### config.mk
export PLATFORM = sky130hd
export DESIGN_NAME = bcd_stopwatch_ctrl_flat
export DESIGN_NICKNAME = d
export VERILOG_FILES = /design/src/rtl/bcd_stopwatch_ctrl_if.sv /design/src/rtl/bcd_stopwatch_ctrl.sv /design/src/flat_wrapper.sv
export SDC_FILE = /design/constraint.sdc
export NUM_CORES = 1
export LEC_CHECK = 0
export ABC_AREA = 1
export BUFFER_PORTS_ARGS = -buffer_cell sky130_fd_sc_hd__buf_2
export CAP_MARGIN = 20
export CORE_ASPECT_RATIO = 1.5
export CORE_MARGIN = 1.5
export CORE_UTILIZATION = 59
export CTS_CLUSTER_SIZE = 16
export DETAILED_ROUTE_END_ITERATION = 12
export PLACE_DENSITY = 0.8
export SLEW_MARGIN = 5
export SYNTH_ARGS = -nofsm -noshare
export SYNTH_HDL_FRONTEND = slang
export SYNTH_SLANG_ARGS = --single-unit
export TNS_END_PERCENT = 20
### constraint.sdc
create_clock -name clk_i -period 2.4 [get_ports clk_i]
set_input_delay 0.48 -clock clk_i [delete_from_list [all_inputs] [get_ports clk_i]]
set_output_delay 0.48 -clock clk_i [all_outputs]
set_load 0.01 [all_outputs]
### src/rtl/bcd_stopwatch_ctrl_if.sv
// Control/status bundle between the stopwatch controller and its surroundings.
// Latency: none, wires only.
// Backpressure: none; pulse-based signalling with no ready path.
interface bcd_stopwatch_ctrl_if;
   logic       start_stop;
   logic       lap;
   logic       clear;
   logic [7:0] bcd_in;
   logic       cnt_en;
   logic       cnt_clr;
   logic       running;
   logic       lap_active;
   logic [7:0] disp_bcd;
   logic       scan_sel;
   logic [3:0] scan_digit;
   logic       overflow;

   // The controller side: takes button pulses and the live count.
   modport slave (
      input  start_stop, lap, clear, bcd_in,
      output cnt_en, cnt_clr, running, lap_active, disp_bcd, scan_sel, scan_digit, overflow
   );

   // The surrounding side: buttons, counter datapath and display driver.
   modport master (
      output start_stop, lap, clear, bcd_in,
      input  cnt_en, cnt_clr, running, lap_active, disp_bcd, scan_sel, scan_digit, overflow
   );
endinterface

### src/rtl/bcd_stopwatch_ctrl.sv
// Run/pause/lap/clear controller for a two-digit BCD stopwatch with a scanned display.
// Latency: state, cnt_en, cnt_clr and overflow are registered (one cycle after cause).
// Backpressure: none; pulses arriving in a state that does not accept them are dropped.
module bcd_stopwatch_ctrl #(
   parameter int unsigned TICK_DIV = 50_000_000,
   parameter int unsigned SCAN_DIV = 50_000
) (
   input  logic                clk_i,
   input  logic                reset_i,
   bcd_stopwatch_ctrl_if.slave bus
);

   localparam int unsigned P_W = (TICK_DIV > 1) ? $clog2(TICK_DIV) : 1;
   localparam int unsigned S_W = (SCAN_DIV > 1) ? $clog2(SCAN_DIV) : 1;
   localparam logic [P_W-1:0] P_LAST = P_W'(TICK_DIV - 1);
   localparam logic [S_W-1:0] S_LAST = S_W'(SCAN_DIV - 1);

   localparam logic [1:0] ST_IDLE  = 2'd0;
   localparam logic [1:0] ST_RUN   = 2'd1;
   localparam logic [1:0] ST_LAP   = 2'd2;
   localparam logic [1:0] ST_PAUSE = 2'd3;

   logic [1:0]     state_q, state_d;
   logic [P_W-1:0] p_q, p_d;
   logic [S_W-1:0] scan_q, scan_d;
   logic           scan_sel_q, scan_sel_d;
   logic [7:0]     lap_q, lap_d;
   logic           cnt_en_q, cnt_en_d;
   logic           cnt_clr_q, cnt_clr_d;
   logic           ovf_q, ovf_d;
   logic           run_now;
   logic           tick;
   logic [7:0]     disp;

   assign run_now = (state_q == ST_RUN) || (state_q == ST_LAP);
   assign tick    = run_now && (p_q == P_LAST);

   // FSM transitions, lap snapshot and clear request; priorities resolve simultaneous pulses
   always_comb begin
      state_d   = state_q;
      lap_d     = lap_q;
      cnt_clr_d = 1'b0;
      case (state_q)
         ST_IDLE: begin
            if (bus.clear)           cnt_clr_d = 1'b1;
            else if (bus.start_stop) state_d   = ST_RUN;
         end
         ST_RUN: begin
            if (bus.start_stop) state_d = ST_PAUSE;
            else if (bus.lap) begin
               state_d = ST_LAP;
               lap_d   = bus.bcd_in;
            end
         end
         ST_LAP: begin
            if (bus.start_stop) state_d = ST_PAUSE;
            else if (bus.lap)   state_d = ST_RUN;
         end
         ST_PAUSE: begin
            if (bus.clear) begin
               state_d   = ST_IDLE;
               cnt_clr_d = 1'b1;
            end else if (bus.start_stop) begin
               state_d = ST_RUN;
            end
         end
         default: state_d = ST_IDLE;
      endcase
   end

   // Prescaler advances only while running, holds in pause, zeroed in idle; wrap schedules cnt_en
   always_comb begin
      p_d = p_q;
      if (state_q == ST_IDLE) p_d = '0;
      else if (run_now)       p_d = tick ? '0 : p_q + 1'b1;
      cnt_en_d = tick;
      ovf_d    = cnt_en_q && (bus.bcd_in == 8'h99);
   end

   // Free-running digit scan: each digit dwells SCAN_DIV cycles
   always_comb begin
      scan_d     = (scan_q == S_LAST) ? '0 : scan_q + 1'b1;
      scan_sel_d = scan_sel_q ^ (scan_q == S_LAST);
   end

   // State registers; reset wins over any pulse present in the same cycle
   always_ff @(posedge clk_i) begin
      if (reset_i) begin
         state_q    <= ST_IDLE;
         p_q        <= '0;
         scan_q     <= '0;
         scan_sel_q <= 1'b0;
         lap_q      <= 8'h00;
         cnt_en_q   <= 1'b0;
         cnt_clr_q  <= 1'b0;
         ovf_q      <= 1'b0;
      end else begin
         state_q    <= state_d;
         p_q        <= p_d;
         scan_q     <= scan_d;
         scan_sel_q <= scan_sel_d;
         lap_q      <= lap_d;
         cnt_en_q   <= cnt_en_d;
         cnt_clr_q  <= cnt_clr_d;
         ovf_q      <= ovf_d;
      end
   end

   // Frozen lap value while in LAP, otherwise the live count
   assign disp = (state_q == ST_LAP) ? lap_q : bus.bcd_in;

   assign bus.cnt_en     = cnt_en_q;
   assign bus.cnt_clr    = cnt_clr_q;
   assign bus.running    = run_now;
   assign bus.lap_active = (state_q == ST_LAP);
   assign bus.disp_bcd   = disp;
   assign bus.scan_sel   = scan_sel_q;
   assign bus.scan_digit = scan_sel_q ? disp[7:4] : disp[3:0];
   assign bus.overflow   = ovf_q;

endmodule

### src/flat_wrapper.sv
// flat-port wrapper written by rule: the top's interface ports become plain ports
module bcd_stopwatch_ctrl_flat 
#(
   parameter int unsigned TICK_DIV = 50_000_000,
   parameter int unsigned SCAN_DIV = 50_000
)
  (clk_i, reset_i, bus_start_stop, bus_lap, bus_clear, bus_bcd_in, bus_cnt_en, bus_cnt_clr, bus_running, bus_lap_active, bus_disp_bcd, bus_scan_sel, bus_scan_digit, bus_overflow);
  bcd_stopwatch_ctrl_if bus_i ();
  input  logic clk_i;
  input  logic reset_i;
  input wire logic [$bits(bus_i.start_stop)-1:0] bus_start_stop;
  input wire logic [$bits(bus_i.lap)-1:0] bus_lap;
  input wire logic [$bits(bus_i.clear)-1:0] bus_clear;
  input wire logic [$bits(bus_i.bcd_in)-1:0] bus_bcd_in;
  output wire logic [$bits(bus_i.cnt_en)-1:0] bus_cnt_en;
  output wire logic [$bits(bus_i.cnt_clr)-1:0] bus_cnt_clr;
  output wire logic [$bits(bus_i.running)-1:0] bus_running;
  output wire logic [$bits(bus_i.lap_active)-1:0] bus_lap_active;
  output wire logic [$bits(bus_i.disp_bcd)-1:0] bus_disp_bcd;
  output wire logic [$bits(bus_i.scan_sel)-1:0] bus_scan_sel;
  output wire logic [$bits(bus_i.scan_digit)-1:0] bus_scan_digit;
  output wire logic [$bits(bus_i.overflow)-1:0] bus_overflow;
  assign bus_i.start_stop = bus_start_stop;
  assign bus_i.lap = bus_lap;
  assign bus_i.clear = bus_clear;
  assign bus_i.bcd_in = bus_bcd_in;
  assign bus_cnt_en = bus_i.cnt_en;
  assign bus_cnt_clr = bus_i.cnt_clr;
  assign bus_running = bus_i.running;
  assign bus_lap_active = bus_i.lap_active;
  assign bus_disp_bcd = bus_i.disp_bcd;
  assign bus_scan_sel = bus_i.scan_sel;
  assign bus_scan_digit = bus_i.scan_digit;
  assign bus_overflow = bus_i.overflow;
  bcd_stopwatch_ctrl #(.TICK_DIV(TICK_DIV), .SCAN_DIV(SCAN_DIV)) u_core (.clk_i(clk_i), .reset_i(reset_i), .bus(bus_i));
endmodule
# --- Yosys cells after proc, flatten, opt, wreduce, memory -nomap -nowiden ---
# Cells that the tools add are included.
classes:
  n_addsub: 2
  eq_ne: 9
  n_mux: 12
  bitwise: 3
  n_reduce_logical: 10
op_table:
  columns: ["op", "count"]
  rows:
  - ["adder 26 x 1 -> 26 bit (second input constant)", 1]
  - ["== test 26 bit (second input constant)", 1]
  - ["2-to-1 mux 26 bit", 1]
  - ["adder 16 x 1 -> 16 bit (second input constant)", 1]
  - ["== test 16 bit (second input constant)", 1]
  - ["2-to-1 mux 2 bit", 7]
  - ["== test 8 bit (second input constant)", 1]
  - ["2-to-1 mux 8 bit", 1]
  - ["case mux 2 bit (4 select lines)", 1]
  - ["OR reduction 2 bit", 4]
  - ["!= test 3 bit (second input constant)", 2]
  - ["AND reduction 3 bit", 2]
  - ["== test 2 bit (second input constant)", 2]
  - ["2-to-1 mux 4 bit", 1]
  - ["== test 2 x 1 -> 1 bit (second input constant)", 1]
  - ["logical AND 1 bit", 2]
  - ["logical NOT 2 bit", 1]
  - ["!= test 2 bit (second input constant)", 1]
  - ["NOT 1 bit", 2]
  - ["logical OR 1 bit", 1]
  - ["2-to-1 mux 1 bit", 1]
  - ["XOR 1 bit", 1]
totals:
  ff_bits: 56
  input_bits: 13
  out_inout_bits: 18
  wordCells: 44

# --- Longest topological paths before layout ---
# Gate-level depths: netlist of the first run.
logic_depth:
  word_depth: 4
  mapped_depth: 11
  depth_no_buf: 10

# --- Worst setup path before layout of the first run ---
# No wires, ideal clock.
synth_path:
  path_kind: "reg2out"
  from: "reg u_core.state_q[0]"
  to: "out bus_scan_digit[1]"
  arrival_time_ns: 1.450
  required_time_ns: 1.920
  setup_slack_ns: 0.470
  path_stages_with_launch: 7
  n_path_buf: 1
  cell_sequence: "dfxtp_1 > inv_1 > ha_1 > clkbuf_1 > o21ai_0 > nand2_1 > o21ai_0"
synth_via:
  elab_chain_len: 3
synth_rtl:
  columns: ["element", "line_no", "source"]
  rows:
  - ["from (decl)", "bcd_stopwatch_ctrl.sv:23", "logic [1:0] state_q, state_d;"]
  - ["from (signal assigned)", "bcd_stopwatch_ctrl.sv:98", "state_q <= state_d;"]
  - ["== test 2 bit", null, null]
  - ["via bus_lap_active", "flat_wrapper.sv:18", "output wire logic [$bits(bus_i.lap_active)-1:0] bus_lap_active;"]
  - ["2-to-1 mux 8 bit", "bcd_stopwatch_ctrl.sv:110", "assign disp = (state_q == ST_LAP) ? lap_q : bus.bcd_in;"]
  - ["via bus_disp_bcd[5]", "flat_wrapper.sv:19", "output wire logic [$bits(bus_i.disp_bcd)-1:0] bus_disp_bcd;"]
  - ["2-to-1 mux 4 bit", "bcd_stopwatch_ctrl.sv:118", "assign bus.scan_digit = scan_sel_q ? disp[7:4] : disp[3:0];"]
  - ["to (decl)", "flat_wrapper.sv:21", "output wire logic [$bits(bus_i.scan_digit)-1:0] bus_scan_digit;"]
# The timed path passes the listed nets, and every way through them passes these cells.

# --- Worst setup path after layout of the first run ---
layout_path:
  from: "reg u_core.state_q[0]"
  to: "out bus_scan_digit[2]"
layout_via:
  elab_chain_len: 3
layout_rtl:
  columns: ["element", "line_no"]
  rows:
  - ["== test 2 bit", "bcd_stopwatch_ctrl.sv:110"]
  - ["2-to-1 mux 8 bit", "bcd_stopwatch_ctrl.sv:110"]
  - ["2-to-1 mux 4 bit", "bcd_stopwatch_ctrl.sv:118"]
# Every way passes these cells.

==> impl_metrics.py, run 1 <==
metrics = {
    "logic_synthesis": {
        "synth_nets": 495,
        "synth_edf_count": 0,
        "yosys_warnings": 0,
        "seq_area_frac_synth_pct": 36.1,
        "synthFlopType": "dfxtp_1",
        "synth_area_leaders": "dfxtp_1, nand2_1, nor2_1, inv_1, nand3_1",
        "synth_top_cell_area_share_pct": 36.1,
        "ys_ff_latch": 56,
        "synth_largest_area_cell": "dfxtp_1",
        "postSynthCellCount": 475,
        "ys_types": 30,
        "synth.avg_cell_area_um2": 6.54,
        "synth-async-reset-ratio_pct": 0,
        "netlist_area_mm2": 0.00311,
        "synth_common_cells": "nand2_1, nor2_1, inv_1",
        "synth.most_common_cell": "nand2_1",
    },
    "placement": {
        "place_congestion": 0.877,
        "place_hpwl_um": 5120,
        "numPortBuffers": 30,
    },
    "cells_and_area": {
        "fillers": 514,
        "ff_latch_area_mm2": 0.00112,
        "drive_gt1_share_pct": 13.4,
        "area_delta_synth_final_pct": 9.90,
        "finalNetCount": 526,
        "multiInputGateArea_mm2": 0.00168,
        "final_core_util_pct": 66.7,
        "diodes": 0,
    },
    "floorplan": {
        "fp-row-count": 32,
        "die_area_mm2": 0.00572,
        "fp.dieW_um": 62.3,
        "initial_core_util_pct": 60.6,
        "pin_count": 31,
        "core_area_mm2": 0.00512,
        "die_h_um": 91.9,
    },
    "pwr": {
        "p_per_area_mw_per_mm2": 484,
        "peakVddDrop_uv": 302,
        "comb_power_share_pct": 9.6,
        "clkPwrFrac_pct": 32.7,
        "p_int_mw": 1.23,
        "seqPwrFrac_pct": 57.7,
        "power.leakage_nw": 1.32,
        "switchingPower_mw": 0.421,
        "switching_share_pct": 25.5,
    },
    "setup_path": {
        "crit_end": "bus_scan_digit[2]",
        "cp-start-kind": "register",
        "worstSetupStartpoint": "u_core.state_q[0]",
        "reg2reg_from": "u_core.state_q[1]",
        "ff2ff_setup_slack_ps": 450,
        "critical_path.max_fanout": 12,
        "worst_setup_path_end_kind": "output port",
        "reg2reg_to": "u_core.p_q[11]",
        "critical_path_class": "register to output port",
        "reg2regPathDepth": 9,
        "crit_arrival_ps": 1740,
        "crit_required_ps": 1920,
    },
    "clock_network": {
        "h-tree-depth": 2,
        "cts_buffer_depth": 2,
        "root_buffer": "clkbuf_8",
        "clk_pin_slew_ps": 100,
        "hold_buffers": 0,
        "insertion_delay_ps": 310,
        "cts_tree": "built",
        "cts.sinks": 56,
        "cts_buffers": 5,
        "cts_setup_buffers": 0,
    },
    "sta": {
        "max_freq_ghz": 0.450,
        "hold_violations": 0,
        "tns_ps": 0,
        "slew_viol_final": 0,
        "fin_skew_ps": 8.72,
        "whs_ps": 360,
        "rsz0062_at_grt": "false",
        "period_share_pct": 92.7,
        "relSlewSlack_pct": 74.4,
        "period_minus_slack_ps": 2220,
        "tightestPinTransition_ps": 383,
        "setup_viol": 0,
    },
    "outcome": {
        "status": "complete, no violations",
    },
    "global_routing": {
        "grtUsageMet2_pct": 48.6,
        "antenna_found_initial": 0,
        "grt_remaining_overflow": 0,
        "gr-usage-all-layers_pct": 24.5,
        "grt_util_met3_pct": 3.93,
        "grt_pass1_wl_um": 11500,
        "grt_pass1_vias": 2949,
        "grt.busiest_layer": "met2",
        "grt_max_degree": 18,
        "grt_use_met1_pct": 23.2,
    },
    "worst_hold_path": {
        "min_path_type": "input port to register",
    },
    "run": {
        "max_cap_viol_count": 0,
    },
    "routing": {
        "first_pass_iters": 5,
        "post_drt_wl_per_cell_um": 11.6,
        "drc": 0,
        "drtIter0Drc": 134,
        "vias": 3012,
        "vias_per_cell": 5.24,
        "drtAntennaViolNets": 0,
        "drt_wl_total_um": 6670,
    },
}
-- final cells by class --
class	count	area share, %
tap	68	2.49
multi-input combinational	339	49.2
clock buffer	6	2.42
sequential	56	32.8
inverter	73	8.02
clock inverter	2	0.440
timing repair buffer	31	4.62
-- what timing repair did --
item,4_1_cts,5_1_grt
gates resized for setup,1,2
setup endpoints to repair,8,8
endpoints found under the hold margin,0,0
-- registers in the layout, indices dropped and copies added, names as in the netlist --
| name | flops |
|---|---|
| u_core.bus.overflow | 1 |
| u_core.p_q | 26 |
| u_core.state_q | 2 |
| u_core.bus.cnt_clr | 1 |
| u_core.bus.cnt_en | 1 |
| u_core.bus.scan_sel | 1 |
| u_core.scan_q | 16 |
| u_core.lap_q | 8 |
-- metrics by stage --
| step | total power [mW] | setup WS (ps) | std cells | area (um2) |
|---|---|---|---|---|
| floorplan | 1.08 | 470 | 475 | 3110 |
| global placement | 1.13 | 281 | 567 | 3310 |
| detailed placement | 1.13 | 225 | 567 | 3310 |
| CTS | 1.67 | 13.4 | 575 | 3410 |
| global route | 1.73 | 21.6 | 575 | 3420 |
| finish | 1.65 | 176 | 575 | 3420 |
-- placed cells by master, fill, tap and decap left out --
master      count
xnor2_1         2
nand3_1        31
o21ai_0        26
ha_1            6
nor2_4          5
clkbuf_8        6
nor2_2          5
ha_4            1
nor3b_1         3
buf_4           1
or2_2           6
o22ai_1         1
a21oi_1        20
nor3_1         15
nand2_2         4
nor3_4          1
o21bai_1        4
clkinvlp_4      2
inv_2           4
nand3_2         2
nor2_1         75
a31oi_1         1
or2_0           1
nand2_1       106
nor4_1          1
dfxtp_1        56
buf_2          30
inv_1          69
o21ai_2         1
xor2_1          5
nand4_1        17
-- cell families (layout without fill, tap and decap cells) --
logic type                 Yosys count  count (layout)  synth area share, %
xor gates and xnor gates             7               7                 1.97
and+or+nand+nor                    272             272                 39.8
adders and majority gates            7               7                 2.82
DFF                                 56              56                 36.1
AOI/OAI and AO/OA                   53              53                 9.06
buffers and inverters               80             112                 10.3
-- worst min path at each step --
stage,from,end,slack [ps],depth (start not counted)
floorplan,u_core.scan_q[0],u_core.scan_q[0],420,1
global placement,u_core.scan_q[0],u_core.scan_q[0],430,1
detailed placement,u_core.scan_q[0],u_core.scan_q[0],440,1
CTS,bus_bcd_in[2],u_core.bus.overflow,350,2
global route,bus_bcd_in[2],u_core.bus.overflow,350,2
finish,bus_bcd_in[2],u_core.bus.overflow,360,2
-- metal layers --
layer	vias up	routed length [um]
met5	-	0
met4	0	253
met3	27	208
met2	67	3570
met1	1355	2640
li1	1563	-
-- power by group through the flow --
stage / logic (mW) / clock network, mW / registers (mW)
4_1_cts: 0.158 / 0.555 / 0.953
3_5_place_dp: 0.157 / 0 / 0.975
2_1_floorplan: 0.109 / 0 / 0.973
5_1_grt: 0.180 / 0.590 / 0.956
6_report: 0.159 / 0.540 / 0.954
3_3_place_gp: 0.153 / 0 / 0.974
-- worst max-delay path, cell delays in order, from the launching register on --
cell and delay (ps):
dfxtp_1 360, inv_2 110, ha_4 200, inv_1 140
or2_2 290, o21ai_0 100, o21ai_0 100, buf_2 150
Note: power is estimated with default switching activity, not from simulation.
==> run 2, diff against run 1 <==
Settings changed: RECOVER_POWER set to 100, SKIP_LAST_GASP set to 1.
==> impl_metrics.py, run 2 (synthesized netlist as in run 1, its figures left out) <==
metrics = {
    "outcome": {
        "status": "complete, no violations",
    },
    "routing": {
        "drtAntennaViolNets": 0,
        "post_drt_wl_per_cell_um": 11.6,
        "vias": 3034,
        "first_pass_iters": 4,
        "drtIter0Drc": 125,
        "drt_wl_total_um": 6680,
        "drc": 0,
        "vias_per_cell": 5.28,
    },
    "pwr": {
        "peakVddDrop_uv": 304,
        "clkPwrFrac_pct": 32.7,
        "seqPwrFrac_pct": 58.0,
        "p_int_mw": 1.23,
        "switchingPower_mw": 0.417,
        "power.leakage_nw": 1.26,
        "switching_share_pct": 25.4,
        "comb_power_share_pct": 9.3,
        "p_per_area_mw_per_mm2": 487,
        "power_mw": 1.64,
    },
    "cells_and_area": {
        "top_register": "u_core.p_q",
        "final_core_util_pct": 65.8,
        "diodes": 0,
        "finalNetCount": 526,
        "area_delta_synth_final_pct": 8.49,
        "final_common_cell": "nand2_1",
        "final_cell_area_mm2": 0.00337,
        "layout_common_cells": "nand2_1, nor2_1, inv_1, dfxtp_1, nand3_1",
        "fillers": 526,
        "reg_top3": "u_core.p_q x26, u_core.scan_q x16, u_core.lap_q x8",
        "fin_cells": 575,
        "largest_reg_flops": 26,
        "drive_gt1_share_pct": 9.27,
    },
    "setup_path": {
        "reg2reg_to": "u_core.p_q[1]",
        "ff2ff_setup_slack_ps": 340,
        "reg2regPathDepth": 7,
        "crit_slowest_cell": "dfxtp_1",
        "cpPeakStageDelay_ps": 360,
        "cp-start-kind": "register",
        "path_cells": "inv_2, ha_4, inv_1, or2_2, o21ai_0, o21ai_0, buf_2",
        "crit_path_frequent_cell": "o21ai_0",
        "crit_required_ps": 1920,
        "reg2reg_from": "u_core.state_q[1]",
        "critical_path_class": "register to output port",
        "worst_setup_path_end_kind": "output port",
        "critical_path.max_fanout": 12,
        "crit_arrival_ps": 1740,
    },
    "sta": {
        "rsz0062_at_grt": "false",
        "max_freq_ghz": 0.451,
        "tightestPinTransition_ps": 648,
        "setup_viol": 0,
        "whs_ps": 359,
        "period_share_pct": 92.4,
        "tns_ps": 0,
        "relSlewSlack_pct": 56.8,
        "period_minus_slack_ps": 2220,
        "hold_violations": 0,
        "slew_viol_final": 0,
        "fin_skew_ps": 8.35,
        "fin_ws_ps": 182,
    },
    "placement": {
        "numPortBuffers": 30,
        "place_hpwl_um": 5120,
        "dpl_cell_area_mm2": 0.00331,
        "dp.cells": 567,
        "place_congestion": 0.877,
        "post-place-ws_ps": 225,
    },
    "clock_network": {
        "hold_buffers": 0,
        "h-tree-depth": 2,
        "root_buffer": "clkbuf_8",
        "cts_buffer_depth": 2,
        "cts.sinks": 56,
        "cts_tree": "built",
        "cts_buffers": 5,
        "insertion_delay_ps": 310,
        "clk_pin_slew_ps": 100,
    },
    "worst_hold_path": {
        "hold-path-endpoint": "u_core.bus.overflow",
        "min_path_type": "input port to register",
        "min_from": "bus_bcd_in[2]",
        "hold_depth": 2,
    },
    "global_routing": {
        "grt_pass1_vias": 2949,
        "grt_pass1_wl_um": 11500,
        "grt_max_degree": 18,
        "antenna_found_initial": 0,
        "gr-usage-all-layers_pct": 24.5,
        "grt_remaining_overflow": 0,
    },
    "run": {
        "max_cap_viol_count": 0,
    },
    "floorplan": {
        "initial_core_util_pct": 60.6,
        "die_h_um": 91.9,
        "fp.dieW_um": 62.3,
        "fp-row-count": 32,
        "core_area_mm2": 0.00512,
        "die_area_mm2": 0.00572,
        "pin_count": 31,
    },
}
-- run 2: cell count changes in the layout (fill, tap and decap cells not counted), moves of 2 or more --
cell | before | now
buf_2 | 30 | 12
clkbuf_1 | 0 | 16
clkbuf_2 | 0 | 3
nor2_1 | 75 | 77
nor2_4 | 5 | 3
-- run 2: power groups by stage --
stage	Clock, mW	Sequential, mW	Combinational [mW]
floorplan	0	0.973	0.109
global placement	0	0.974	0.153
detailed placement	0	0.975	0.157
CTS	0.555	0.953	0.158
global route	0.590	0.957	0.173
finish	0.537	0.954	0.153
-- run 2: how the worst max path moves through the flow --
| stage | slack [ps] | from | to | cells past startpoint |
|---|---|---|---|---|
| after floorplan | 470 | u_core.state_q[0] | bus_scan_digit[1] | 6 |
| after CTS | 10 | u_core.state_q[0] | bus_scan_digit[0] | 7 |
| after detailed placement | 220 | u_core.state_q[0] | bus_scan_digit[0] | 7 |
| after global routing | 20 | u_core.state_q[0] | bus_scan_digit[2] | 7 |
| final | 180 | u_core.state_q[0] | bus_scan_digit[2] | 7 |
| after global placement | 280 | u_core.state_q[0] | bus_scan_digit[3] | 7 |
-- run 2: worst max-delay path: cells and delay by family, from the launching register on --
family	cells	cell delay, ps
buffers and inverters	3	390
AND/OR/NAND/NOR	1	290
adder cells (fa/ha/maj)	1	200
AO/OA/AOI/OAI	2	200
flip-flops	1	360
-- run 2: per-layer routing --
| layer | vias to the layer above | global-route usage, % | wire length (um) |
|---|---|---|---|
| li1 | 1564 | - | - |
| met1 | 1378 | 23.2 | 2660 |
| met2 | 70 | 48.6 | 3630 |
| met3 | 22 | 3.93 | 199 |
| met4 | 0 | 14.3 | 193 |
| met5 | - | 0 | 0 |
-- run 2: layout make-up --
cell class | count | area [um2] | area share, %
inverter | 73 | 274 | 8.13
clock buffer | 6 | 82.6 | 2.45
tap | 68 | 85.1 | 2.52
sequential | 56 | 1120 | 33.2
timing repair buffer | 31 | 135 | 4.01
multi-input combinational | 339 | 1660 | 49.2
clock inverter | 2 | 15.0 | 0.445
-- run 2: what timing repair did --
action	in CTS	in global routing
gates cloned	0	0
setup buffers	0	0
setup endpoints to repair	8	8
pin swaps	0	0
resized for setup	1	2
